$ cat src/rtl/code_lock_ctrl_pkg.sv
// code_lock_ctrl_pkg: shared FSM state type and BCD digit helpers
// for the code-entry controller (no ports).
package code_lock_ctrl_pkg;

  typedef enum logic [2:0] {
    S_ENTRY   = 3'd0,
    S_CHECK   = 3'd1,
    S_OPEN    = 3'd2,
    S_FAIL    = 3'd3,
    S_LOCKOUT = 3'd4
  } state_t;

  localparam int DIGIT_W = 4;
  localparam logic [DIGIT_W-1:0] DIGIT_MAX = 4'd9;

  function automatic logic [DIGIT_W-1:0] bcd_inc(
    input logic [DIGIT_W-1:0] d
  );
    return (d == DIGIT_MAX) ? '0 : d + 4'd1;
  endfunction

endpackage

$ cat src/rtl/code_lock_ctrl_if.sv
// code_lock_ctrl_if: key pulses in, entry/status indications out.
// master drives keys, slave (the controller) drives status.
interface code_lock_ctrl_if
  import code_lock_ctrl_pkg::*;
#(
  parameter int CODE_DIGITS = 4
);
  logic                           key_inc;
  logic                           key_next;
  logic                           key_enter;
  logic                           key_clear;
  logic [DIGIT_W*CODE_DIGITS-1:0] digits;
  logic [2:0]                     cursor;
  logic                           unlock;
  logic                           alarm;
  logic                           err_pulse;
  logic                           code_updated;
  logic [1:0]                     fail_cnt;

  modport master (
    output key_inc, key_next, key_enter, key_clear,
    input  digits, cursor, unlock, alarm,
    input  err_pulse, code_updated, fail_cnt
  );

  modport slave (
    input  key_inc, key_next, key_enter, key_clear,
    output digits, cursor, unlock, alarm,
    output err_pulse, code_updated, fail_cnt
  );
endinterface

$ cat src/rtl/code_digit_buf.sv
// code_digit_buf: BCD entry buffer and edit cursor.
// Ports: clk, rst, inc/next/clr strobes in; digits, cursor out.
module code_digit_buf
  import code_lock_ctrl_pkg::*;
#(
  parameter int CODE_DIGITS = 4
) (
  input  logic                           clk,
  input  logic                           rst,
  input  logic                           inc,
  input  logic                           next,
  input  logic                           clr,
  output logic [DIGIT_W*CODE_DIGITS-1:0] digits,
  output logic [2:0]                     cursor
);

  localparam logic [2:0] CUR_LAST = 3'(CODE_DIGITS - 1);

  always_ff @(posedge clk) begin
    if (rst || clr) begin
      digits <= '0;
      cursor <= '0;
    end else if (next) begin
      cursor <= (cursor == CUR_LAST) ? 3'd0 : cursor + 3'd1;
    end else if (inc) begin
      for (int i = 0; i < CODE_DIGITS; i++) begin
        if (cursor == 3'(i)) begin
          digits[i*DIGIT_W +: DIGIT_W] <=
            bcd_inc(digits[i*DIGIT_W +: DIGIT_W]);
        end
      end
    end
  end

endmodule

$ cat src/rtl/code_lock_ctrl.sv
// code_lock_ctrl: code entry, verification, unlock and lockout FSM.
// Ports: clk, rst (sync, high), bus (slave: keys in, status out).
module code_lock_ctrl
  import code_lock_ctrl_pkg::*;
#(
  parameter int          CODE_DIGITS  = 4,
  parameter logic [31:0] DEFAULT_CODE = 32'h0000_1234,
  parameter int          MAX_FAILS    = 3,
  parameter int unsigned OPEN_CYCLES  = 625_000_000,
  parameter int unsigned LOCK_CYCLES  = 1_250_000_000
) (
  input logic              clk,
  input logic              rst,
  code_lock_ctrl_if.slave  bus
);

  localparam int W = DIGIT_W * CODE_DIGITS;
  localparam logic [W-1:0] CODE_RST  = DEFAULT_CODE[W-1:0];
  localparam logic [31:0]  OPEN_LAST = 32'(OPEN_CYCLES - 1);
  localparam logic [31:0]  LOCK_LAST = 32'(LOCK_CYCLES - 1);
  localparam logic [1:0]   FAIL_LIM  = 2'(MAX_FAILS);

  state_t      state;
  logic [31:0] tmr;
  logic [W-1:0] code_q;
  logic [1:0]  fail_q;
  logic        unlock_q, alarm_q, err_q, upd_q;

  logic key_act;
  logic k_clr, k_ent, k_nxt, k_inc;
  logic tmr_done, match, lock_hit, buf_clr;

  assign key_act = (state == S_ENTRY) || (state == S_OPEN);

  // One key acts per cycle: clear > enter > next > inc.
  always_comb begin
    k_clr = 1'b0;
    k_ent = 1'b0;
    k_nxt = 1'b0;
    k_inc = 1'b0;
    if (key_act) begin
      priority case (1'b1)
        bus.key_clear: k_clr = 1'b1;
        bus.key_enter: k_ent = 1'b1;
        bus.key_next:  k_nxt = 1'b1;
        bus.key_inc:   k_inc = 1'b1;
        default: ;
      endcase
    end
  end

  assign tmr_done = (state == S_OPEN) ? (tmr == OPEN_LAST)
                                      : (tmr == LOCK_LAST);
  assign match    = (bus.digits == code_q);
  assign lock_hit = ((fail_q + 2'd1) == FAIL_LIM);

  // Buffer is wiped on clear and on every edge entering ENTRY or OPEN.
  assign buf_clr = k_clr
                 | ((state == S_CHECK) && match)
                 | ((state == S_FAIL) && !lock_hit)
                 | ((state == S_OPEN) && (k_ent || tmr_done))
                 | ((state == S_LOCKOUT) && tmr_done);

  code_digit_buf #(
    .CODE_DIGITS (CODE_DIGITS)
  ) u_buf (
    .clk    (clk),
    .rst    (rst),
    .inc    (k_inc),
    .next   (k_nxt),
    .clr    (buf_clr),
    .digits (bus.digits),
    .cursor (bus.cursor)
  );

  always_ff @(posedge clk) begin
    if (rst) begin
      state    <= S_ENTRY;
      tmr      <= '0;
      code_q   <= CODE_RST;
      fail_q   <= '0;
      unlock_q <= 1'b0;
      alarm_q  <= 1'b0;
      err_q    <= 1'b0;
      upd_q    <= 1'b0;
    end else begin
      err_q <= 1'b0;
      upd_q <= 1'b0;
      tmr   <= tmr + 32'd1;
      unique case (state)
        S_ENTRY: begin
          if (k_ent) state <= S_CHECK;
        end
        S_CHECK: begin
          if (match) begin
            state    <= S_OPEN;
            unlock_q <= 1'b1;
            fail_q   <= '0;
            tmr      <= '0;
          end else begin
            state <= S_FAIL;
            err_q <= 1'b1;
          end
        end
        S_FAIL: begin
          if (lock_hit) begin
            state   <= S_LOCKOUT;
            alarm_q <= 1'b1;
            fail_q  <= FAIL_LIM;
            tmr     <= '0;
          end else begin
            state  <= S_ENTRY;
            fail_q <= fail_q + 2'd1;
          end
        end
        S_OPEN: begin
          // enter beats a same-cycle timeout
          if (k_ent) begin
            code_q   <= bus.digits;
            upd_q    <= 1'b1;
            unlock_q <= 1'b0;
            state    <= S_ENTRY;
          end else if (tmr_done) begin
            unlock_q <= 1'b0;
            state    <= S_ENTRY;
          end
        end
        S_LOCKOUT: begin
          if (tmr_done) begin
            alarm_q <= 1'b0;
            fail_q  <= '0;
            state   <= S_ENTRY;
          end
        end
        default: state <= S_ENTRY;
      endcase
    end
  end

  assign bus.unlock       = unlock_q;
  assign bus.alarm        = alarm_q;
  assign bus.err_pulse    = err_q;
  assign bus.code_updated = upd_q;
  assign bus.fail_cnt     = fail_q;

endmodule

$ cat src/flat_wrapper.sv
// flat-port wrapper written by rule: the top's interface ports become plain ports
module code_lock_ctrl_flat import code_lock_ctrl_pkg::*;
#(
  parameter int          CODE_DIGITS  = 4,
  parameter logic [31:0] DEFAULT_CODE = 32'h0000_1234,
  parameter int          MAX_FAILS    = 3,
  parameter int unsigned OPEN_CYCLES  = 625_000_000,
  parameter int unsigned LOCK_CYCLES  = 1_250_000_000
)
  (clk, rst, bus_key_inc, bus_key_next, bus_key_enter, bus_key_clear, bus_digits, bus_cursor, bus_unlock, bus_alarm, bus_err_pulse, bus_code_updated, bus_fail_cnt);
  code_lock_ctrl_if #(.CODE_DIGITS(CODE_DIGITS)) bus_i ();
  input logic clk;
  input logic rst;
  input wire logic [$bits(bus_i.key_inc)-1:0] bus_key_inc;
  input wire logic [$bits(bus_i.key_next)-1:0] bus_key_next;
  input wire logic [$bits(bus_i.key_enter)-1:0] bus_key_enter;
  input wire logic [$bits(bus_i.key_clear)-1:0] bus_key_clear;
  output wire logic [$bits(bus_i.digits)-1:0] bus_digits;
  output wire logic [$bits(bus_i.cursor)-1:0] bus_cursor;
  output wire logic [$bits(bus_i.unlock)-1:0] bus_unlock;
  output wire logic [$bits(bus_i.alarm)-1:0] bus_alarm;
  output wire logic [$bits(bus_i.err_pulse)-1:0] bus_err_pulse;
  output wire logic [$bits(bus_i.code_updated)-1:0] bus_code_updated;
  output wire logic [$bits(bus_i.fail_cnt)-1:0] bus_fail_cnt;
  assign bus_i.key_inc = bus_key_inc;
  assign bus_i.key_next = bus_key_next;
  assign bus_i.key_enter = bus_key_enter;
  assign bus_i.key_clear = bus_key_clear;
  assign bus_digits = bus_i.digits;
  assign bus_cursor = bus_i.cursor;
  assign bus_unlock = bus_i.unlock;
  assign bus_alarm = bus_i.alarm;
  assign bus_err_pulse = bus_i.err_pulse;
  assign bus_code_updated = bus_i.code_updated;
  assign bus_fail_cnt = bus_i.fail_cnt;
  code_lock_ctrl #(.CODE_DIGITS(CODE_DIGITS), .DEFAULT_CODE(DEFAULT_CODE), .MAX_FAILS(MAX_FAILS), .OPEN_CYCLES(OPEN_CYCLES), .LOCK_CYCLES(LOCK_CYCLES)) u_core (.clk(clk), .rst(rst), .bus(bus_i));
endmodule
$ cat config.mk
export PLATFORM = sky130hd
export DESIGN_NAME = code_lock_ctrl_flat
export DESIGN_NICKNAME = d
export VERILOG_FILES = /design/src/rtl/code_lock_ctrl_pkg.sv /design/src/rtl/code_lock_ctrl_if.sv /design/src/rtl/code_digit_buf.sv /design/src/rtl/code_lock_ctrl.sv /design/src/flat_wrapper.sv
export SDC_FILE = /design/constraint.sdc
export NUM_CORES = 1
export LEC_CHECK = 0
export BUFFER_PORTS_ARGS = -buffer_cell sky130_fd_sc_hd__buf_2
export CORE_MARGIN = 3
export CORE_UTILIZATION = 55
export DETAILED_ROUTE_END_ITERATION = 16
export PLACE_DENSITY = 0.71
export SYNTH_ARGS = -nofsm -noshare
export SYNTH_HDL_FRONTEND = slang
export SYNTH_SLANG_ARGS = --single-unit
export TNS_END_PERCENT = 100
$ cat constraint.sdc
create_clock -name clk -period 3 [get_ports clk]
set_input_delay 0.6 -clock clk [delete_from_list [all_inputs] [get_ports clk]]
set_output_delay 0.6 -clock clk [all_outputs]
set_load 0.02 [all_outputs]
==> out/results.tsv, run 1 <==
stage	metric	value	unit
grt	grt_use_total	22.0	%
synthesis	yosys.area.top_type	dfxtp_1	
sta	rsz0062_at_grt	no	
hold_path	hp-class	reg -> reg	
setup_path	reg2reg_slack	650	ps
pwr	leakagePower	1.64	nW
setup_path	rr_worst_depth	5	
detailed_routing	dr.first_iter.drc_count	151	
detailed_routing	first_pass_iters	4	
floorplanning	die_h	87.1	um
hold_path	hold_path_depth	2	
detailed_routing	routed_wl	7810	um
synthesis	synth_seq_area_share	42.0	%
sta	finalClockSkew	7.84	ps
placed_design	place_congestion	0.860	
setup_path	path_cells	nor3b_2 -> nand4_1 -> a2111o_1 -> o221ai_4 -> nor2_1	
floorplanning	io_pins	31	
cells_and_area	stdcell_area	0.00410	mm^2
setup_path	reg2reg_to	u_core.u_buf.digits[5]	
floorplanning	start_util	59.1	%
placed_design	post_dp_cell_area	0.00383	mm^2
detailed_routing	avgViaCountPerCell	5.60	
cts	clock-sinks	76	
cts	clk_pin_slew	70	ps
synthesis	avgSynthCellArea	8.44	um^2
synthesis	syn-instance-count	429	
setup_path	critPathMaxStageDelay	610	ps
cells_and_area	final_cell_mix	dfxtp_1, nor2_1, nand2_1	
grt	grt_pass1_vias	2830	
pwr	power	2.14	mW
synthesis	yosysWarnings	0	
placed_design	portBuffers	30	
cts	cts-root-buf	clkbuf_8	
setup_path	crit_fanout	19	
floorplanning	dieArea	0.00759	mm^2
pwr	peakVddDrop	405	uV
detailed_routing	vias	3030	
cts	cts_max_level	3	
grt	antenna_found_initial	0	
synthesis	synth_top_area_share	42.0	%
detailed_routing	antenna_left	0	
sta	fin_crit_sh	78.4	%
synthesis	syn_area	0.00362	mm^2
run_status	status	finished, final reports clean	
cts	cts_buffers	9	
synthesis	ys_ff_latch	76	
sta	relSlewSlack	58.7	%
pwr	power_density	521	mW/mm^2
cells_and_area	drive_above_1_share	12.7	%
setup_path	critPathKind	reg -> reg	
sta	setup_violations	0	
sta	hold_viol_final	0	
sta	tightest_slew	619	ps
cts	cts_buffer_depth	2	
sta	fin_setup_tns	0	ps
setup_path	slowest_stage	dfxtp_1	
setup_path	endpoint_kind	register	
hold_path	min_from	u_core.u_buf.cursor[2]	
setup_path	critPathTopFamily	compound AO/OA/AOI/OAI gates	
grt	grt_first_pass_wirelength	13400	um
floorplanning	rows	28	
setup_path	crit_path_start_kind	register	
cts	postCtsSetupBuffers	0	
cts	clk-insertion-delay-late	340	ps
grt	grt-ovfl-total	0	
placed_design	hpwl	5380	um
cells_and_area	nets	473	
synthesis	synthArstFlopShare	0	%
synthesis	syn_nets	441	
synthesis	ys.flop_type	dfxtp_1	
grt	grt_max_degree	33	
detailed_routing	remaining_drc_errors	0	
cells_and_area	final_common_cell	dfxtp_1	
cts	cts_resized	0	
setup_path	cp_data_arrival_time	2560	ps
setup_path	path_buf_inv	0	
setup_path	timing.rr.start	u_core.state[1]	
setup_path	cp.required	3210	ps
cells_and_area	diodes	0	
detailed_routing	wl_per_cell	14.4	um
floorplanning	die_w	87.1	um
job	max_cap_violations	0	
hold_path	min_to	u_core.u_buf.cursor[2]	
cts	postCtsHoldBufs	0	
sta	drv_slew	0	
synthesis	synth_area_leaders	dfxtp_1, xor2_1, nor2_1	
synthesis	synth.distinct_cells	44	
floorplanning	coreArea	0.00613	mm^2
cells_and_area	synthToLayoutAreaGrowth	13.2	%
synthesis	synth_edf_count	0	
cts	tritoncts	built	
sta	finalCriticalPeriod	2350	ps
sta	fmax	425	MHz
## cell type report
| cell class | instances | area [um^2] |
|---|---|---|
| flip-flops and latches | 76 | 1520 |
| multi-input cells | 333 | 2010 |
| clock inverters | 3 | 90.1 |
| clock buffers | 13 | 179 |
| inverters | 7 | 26.3 |
| fillers | 526 | 2030 |
| well taps | 75 | 93.8 |
| repair buffers | 34 | 180 |
## synthesized netlist by cell type, types with 2 or more instances
| cell | instances |
|---|---|
| nor4b_1 | 2 |
| buf_2 | 3 |
| nor4_1 | 6 |
| xor2_1 | 46 |
| and3_1 | 5 |
| nand4_1 | 22 |
| a2111o_1 | 2 |
| nor2_1 | 58 |
| or3_1 | 3 |
| dfxtp_1 | 76 |
| nor2b_1 | 11 |
| inv_1 | 7 |
| nand2b_1 | 5 |
| nand3_1 | 23 |
| nand2_1 | 51 |
| xnor2_1 | 6 |
| clkbuf_1 | 8 |
| a21oi_1 | 28 |
| nor3_1 | 10 |
| o21ai_0 | 14 |
| nand4b_1 | 2 |
| a211oi_1 | 2 |
| nor3b_1 | 8 |
| and4_1 | 4 |
| ha_1 | 6 |
| and2_1 | 2 |
| buf_6 | 2 |
## metrics by stage
stage / cells / utilization [%] / worst slack [ps] / hold slack (ps)
CTS: 541 / 66.9 / 663 / 469
global route: 541 / 66.9 / 456 / 490
detailed placement: 525 / 62.5 / 669 / 457
floorplan: 429 / - / 1140 / 442
finish: 541 / 66.9 / 647 / 467
global placement: 525 / 62.5 / 760 / 453
## worst max-delay path by stage
stage,start,to,slack (ps),depth (start not counted)
6_report,u_core.state[1],u_core.u_buf.digits[5],650,5
5_1_grt,u_core.state[1],u_core.u_buf.digits[5],460,5
4_1_cts,u_core.u_buf.digits[9],u_core.u_buf.digits[5],660,5
3_5_place_dp,u_core.state[0],u_core.u_buf.digits[12],670,5
3_3_place_gp,u_core.state[1],u_core.u_buf.digits[13],760,5
2_1_floorplan,u_core.u_buf.digits[9],u_core.tmr[22],1140,6
## state kept, by name (all words and copies together), names as in the netlist
register                 count
u_core.tmr                  32
u_core.code_q               16
u_core.u_buf.digits         16
u_core.state                 3
u_core.u_buf.cursor          3
u_core.bus.fail_cnt          2
u_core.bus.alarm             1
u_core.bus.code_updated      1
u_core.bus.err_pulse         1
u_core.bus.unlock            1
## worst register-to-register path, delay by kind of cell, from the launching register on
family	cells	cell delay, ps
compound gates	2	1050
flops	1	610
simple gates	3	550
## where the power goes
| part | leakage [nW] | internal (mW) | total [mW] | switching, mW |
|---|---|---|---|---|
| logic | 0.889 | 0.0328 | 0.0949 | 0.0620 |
| clock network | 0.136 | 0.644 | 1.00 | 0.360 |
| registers | 0.614 | 1.02 | 1.04 | 0.0182 |
## kinds of logic (layout without fill, tap and decap cells)
kind of cell             Yosys count  in the layout  synth area share (%)
AO/OA/AOI/OAI                     52             52                  8.64
XOR/XNOR                          52             52                  12.6
adder cells (fa/ha/maj)            6              6                  2.07
buffers and inverters             20             57                  2.59
flip-flops                        76             76                  42.0
AND/OR/NAND/NOR                  223            223                  32.1
## layer usage
| metal | GRT usage, % | up-vias | wire length (um) |
|---|---|---|---|
| met3 | 6.34 | 9 | 314 |
| met5 | 0 | - | 0 |
| met2 | 33.5 | 60 | 3440 |
| met4 | 5.44 | 0 | 91 |
| li1 | - | 1552 | - |
| met1 | 30.6 | 1409 | 3960 |
No activity file was read; power rests on OpenSTA's default activity.
==> run 2: changes to the inputs <==
--- a/config.mk
+++ b/config.mk
@@ -7,9 +7,9 @@
 export LEC_CHECK = 0
 export BUFFER_PORTS_ARGS = -buffer_cell sky130_fd_sc_hd__buf_2
 export CORE_MARGIN = 3
-export CORE_UTILIZATION = 55
+export CORE_UTILIZATION = 53
 export DETAILED_ROUTE_END_ITERATION = 16
-export PLACE_DENSITY = 0.71
+export PLACE_DENSITY = 0.72
 export SYNTH_ARGS = -nofsm -noshare
 export SYNTH_HDL_FRONTEND = slang
 export SYNTH_SLANG_ARGS = --single-unit
==> constraint.sdc (replaced) <==
create_clock -name clk -period 2.1 [get_ports clk]
set_input_delay 0.42 -clock clk [delete_from_list [all_inputs] [get_ports clk]]
set_output_delay 0.42 -clock clk [all_outputs]
set_load 0.02 [all_outputs]
==> run 2 against run 1 <==
First-iteration DRC count increased by 15%. Largest cell class unchanged. Worst setup slack worse by 430 ps. Die area up 3.5%. Via count grew 6.0%. Global-route usage fell by 0.44 points. Cell count rose by 5.4%. Highest routed layer unchanged. Cell area rose by 4.3%. Core utilization decreased by 1.0 points. Fmax is 25% higher. Hold slack got worse by 92 ps. Sequential power is 42% higher.
==> out/results.tsv, run 2 (same netlist as run 1, synthesis figures left out) <==
stage	metric	value	unit	change
run_status	status	finished, final reports clean		unchanged
sta	rsz0062_at_grt	no		unchanged
cells_and_area	drive_above_1_share	17.2	%	was 12.7%
cts	clk-insertion-delay-late	350	ps	was 340 ps
cts	cts_max_level	3		unchanged
cts	cts-root-buf	clkbuf_8		unchanged
setup_path	cp_data_arrival_time	2120	ps	was 2560 ps
sta	fin_crit_sh	89.8	%	was 78.4%
cells_and_area	top_register	u_core.tmr		unchanged
setup_path	critPathTopFamily	simple AND/OR/NAND/NOR gates		was compound AO/OA/AOI/OAI gates
detailed_routing	remaining_drc_errors	0		unchanged
floorplanning	die_w	88.7	um	was 87.1 um
detailed_routing	wl_per_cell	14.0	um	was 14.4 um
sta	setup_ws	214	ps	was 647 ps
floorplanning	dieArea	0.00786	mm^2	was 0.00759 mm^2
hold_path	min_to	u_core.u_buf.cursor[1]		was u_core.u_buf.cursor[2]
grt	antenna_found_initial	0		unchanged
grt	grt_pass1_vias	2887		was 2,830
hold_path	min_from	bus_key_next		was u_core.u_buf.cursor[2]
sta	fmax	530	MHz	was 425 MHz
setup_path	endpoint_kind	register		unchanged
cts	clk_pin_slew	80	ps	was 70 ps
setup_path	path_cells	xor2_1 -> nor4_1 -> nand4_1 -> o21ai_2 -> buf_12 -> nor2_1		was nor3b_2 -> nand4_1 -> a2111o_1 -> o221ai_4 -> nor2_1
floorplanning	die_h	88.7	um	was 87.1 um
cts	postCtsHoldBufs	0		unchanged
hold_path	hold_path_depth	3		was 2
placed_design	place_inst	554		was 525
hold_path	hp-class	in -> reg		was reg -> reg
cts	clock-sinks	76		unchanged
cells_and_area	synthToLayoutAreaGrowth	18.1	%	was 13.2%
setup_path	reg2reg_to	u_core.tmr[18]		was u_core.u_buf.digits[5]
floorplanning	start_util	55.8	%	was 59.1%
setup_path	critPathMaxStageDelay	400	ps	was 610 ps
floorplanning	coreArea	0.00649	mm^2	was 0.00613 mm^2
grt	grt_use_total	21.5	%	was 22.0%
grt	grt_max_degree	33		unchanged
cells_and_area	top_regs	u_core.tmr x32, u_core.code_q x16, u_core.u_buf.digits x16		unchanged
grt	grt_first_pass_wirelength	13200	um	was 13,400 um
cts	postCtsSetupBuffers	0		unchanged
detailed_routing	dr.first_iter.drc_count	174		was 151
setup_path	crit_fanout	32		was 19
setup_path	timing.rr.start	u_core.code_q[12]		was u_core.state[1]
job	max_cap_violations	0		unchanged
setup_path	reg2reg_slack	210	ps	was 650 ps
sta	setup_violations	0		unchanged
pwr	power_density	666	mW/mm^2	was 521 mW/mm^2
cells_and_area	largest_reg_flops	32		unchanged
sta	tightest_slew	667	ps	was 619 ps
detailed_routing	antenna_left	0		unchanged
detailed_routing	first_pass_iters	4		unchanged
placed_design	hpwl	5680	um	was 5380 um
detailed_routing	avgViaCountPerCell	5.63		was 5.60
setup_path	slowest_stage	nor4_1		was dfxtp_1
cells_and_area	diodes	0		unchanged
setup_path	startpoint	u_core.code_q[12]		was u_core.state[1]
sta	finalClockSkew	10.2	ps	was 7.84 ps
sta	hold_viol_final	0		unchanged
detailed_routing	routed_wl	7960	um	was 7810 um
pwr	leakagePower	1.75	nW	was 1.64 nW
sta	finalCriticalPeriod	1890	ps	was 2350 ps
sta	relSlewSlack	55.4	%	was 58.7%
detailed_routing	vias	3211		was 3,030
placed_design	dp_slack	222	ps	was 669 ps
floorplanning	rows	29		was 28
sta	fin_setup_tns	0	ps	unchanged
setup_path	rr_worst_depth	6		was 5
sta	drv_slew	0		unchanged
floorplanning	io_pins	31		unchanged
pwr	peakVddDrop	620	uV	was 405 uV
cells_and_area	final_common_cell	dfxtp_1		unchanged
setup_path	cp.required	2340	ps	was 3210 ps
cts	cts_resized	0		unchanged
placed_design	portBuffers	30		unchanged
placed_design	place_congestion	0.857		was 0.860
cells_and_area	nets	500		was 473
setup_path	crit_path_start_kind	register		unchanged
grt	grt-ovfl-total	0		unchanged
setup_path	critPathKind	reg -> reg		unchanged
cts	cts_buffers	9		unchanged
cts	cts_buffer_depth	2		unchanged
cts	tritoncts	built		unchanged
setup_path	path_buf_inv	1		was 0
cells_and_area	fin_cells	570		was 541
cells_and_area	final_cell_mix	dfxtp_1, nor2_1, nand2_1		unchanged
-- run 2: cell count changes in the layout (fill, tap and decap cells not counted) --
cell and delta:
buf_4 +25, buf_12 +2, clkinv_4 +1, clkinv_2 +1, bufinv_16 -1, clkbuf_1 +1
clkbuf_8 -4, clkinvlp_4 +2
-- run 2: how the worst max path moves through the flow --
stage	to	slack [ps]	cells after the start
2_1_floorplan	u_core.tmr[22]	240	6
3_3_place_gp	u_core.tmr[3]	230	7
3_5_place_dp	u_core.tmr[29]	220	7
4_1_cts	u_core.tmr[26]	200	7
5_1_grt	u_core.tmr[26]	50	6
6_report	u_core.tmr[18]	210	6
-- run 2: cell type report --
type / instances / area [um^2]
Tap cell: 77 / 96.3
Clock inverter: 6 / 88.8
Multi-Input combinational cell: 333 / 2010
Clock buffer: 10 / 128
Timing Repair Buffer: 61 / 408
Sequential cell: 76 / 1520
Inverter: 7 / 26.3
Fill cell: 560 / 2220
-- run 2: report_power, final --
part,switching (mW),leakage [nW],total (mW),internal (mW)
Sequential,0.0184,0.614,1.48,1.46
Combinational,0.103,1.04,0.168,0.0650
Clock,0.537,0.102,1.21,0.669
-- run 2: worst min-delay path, delay by kind of cell --
| kind | cells | cell delay, ps |
|---|---|---|
| buffers and inverters | 1 | 120 |
| AO/OA/AOI/OAI | 1 | 60 |
| AND/OR/NAND/NOR | 1 | 80 |
-- run 2: routing by layer --
metal  vias to the layer above  share of wire (%)  track usage (%)
met1                      1538                 49             28.8
met4                         0                1.6             7.28
met5                         -                  0                0
li1                       1608                  -                -
met3                        11                4.0             6.15
met2                        54                 46             33.3
-- run 2: per-stage QoR --
stage	area (um^2)	hold WS, ps	power, mW	utilization (%)
5_1_grt	4280	383	2.95	65.9
3_3_place_gp	4060	448	1.67	62.5
6_report	4280	375	2.85	65.9
2_1_floorplan	3620	442	1.61	-
4_1_cts	4280	364	2.88	65.9
3_5_place_dp	4060	460	1.68	62.5
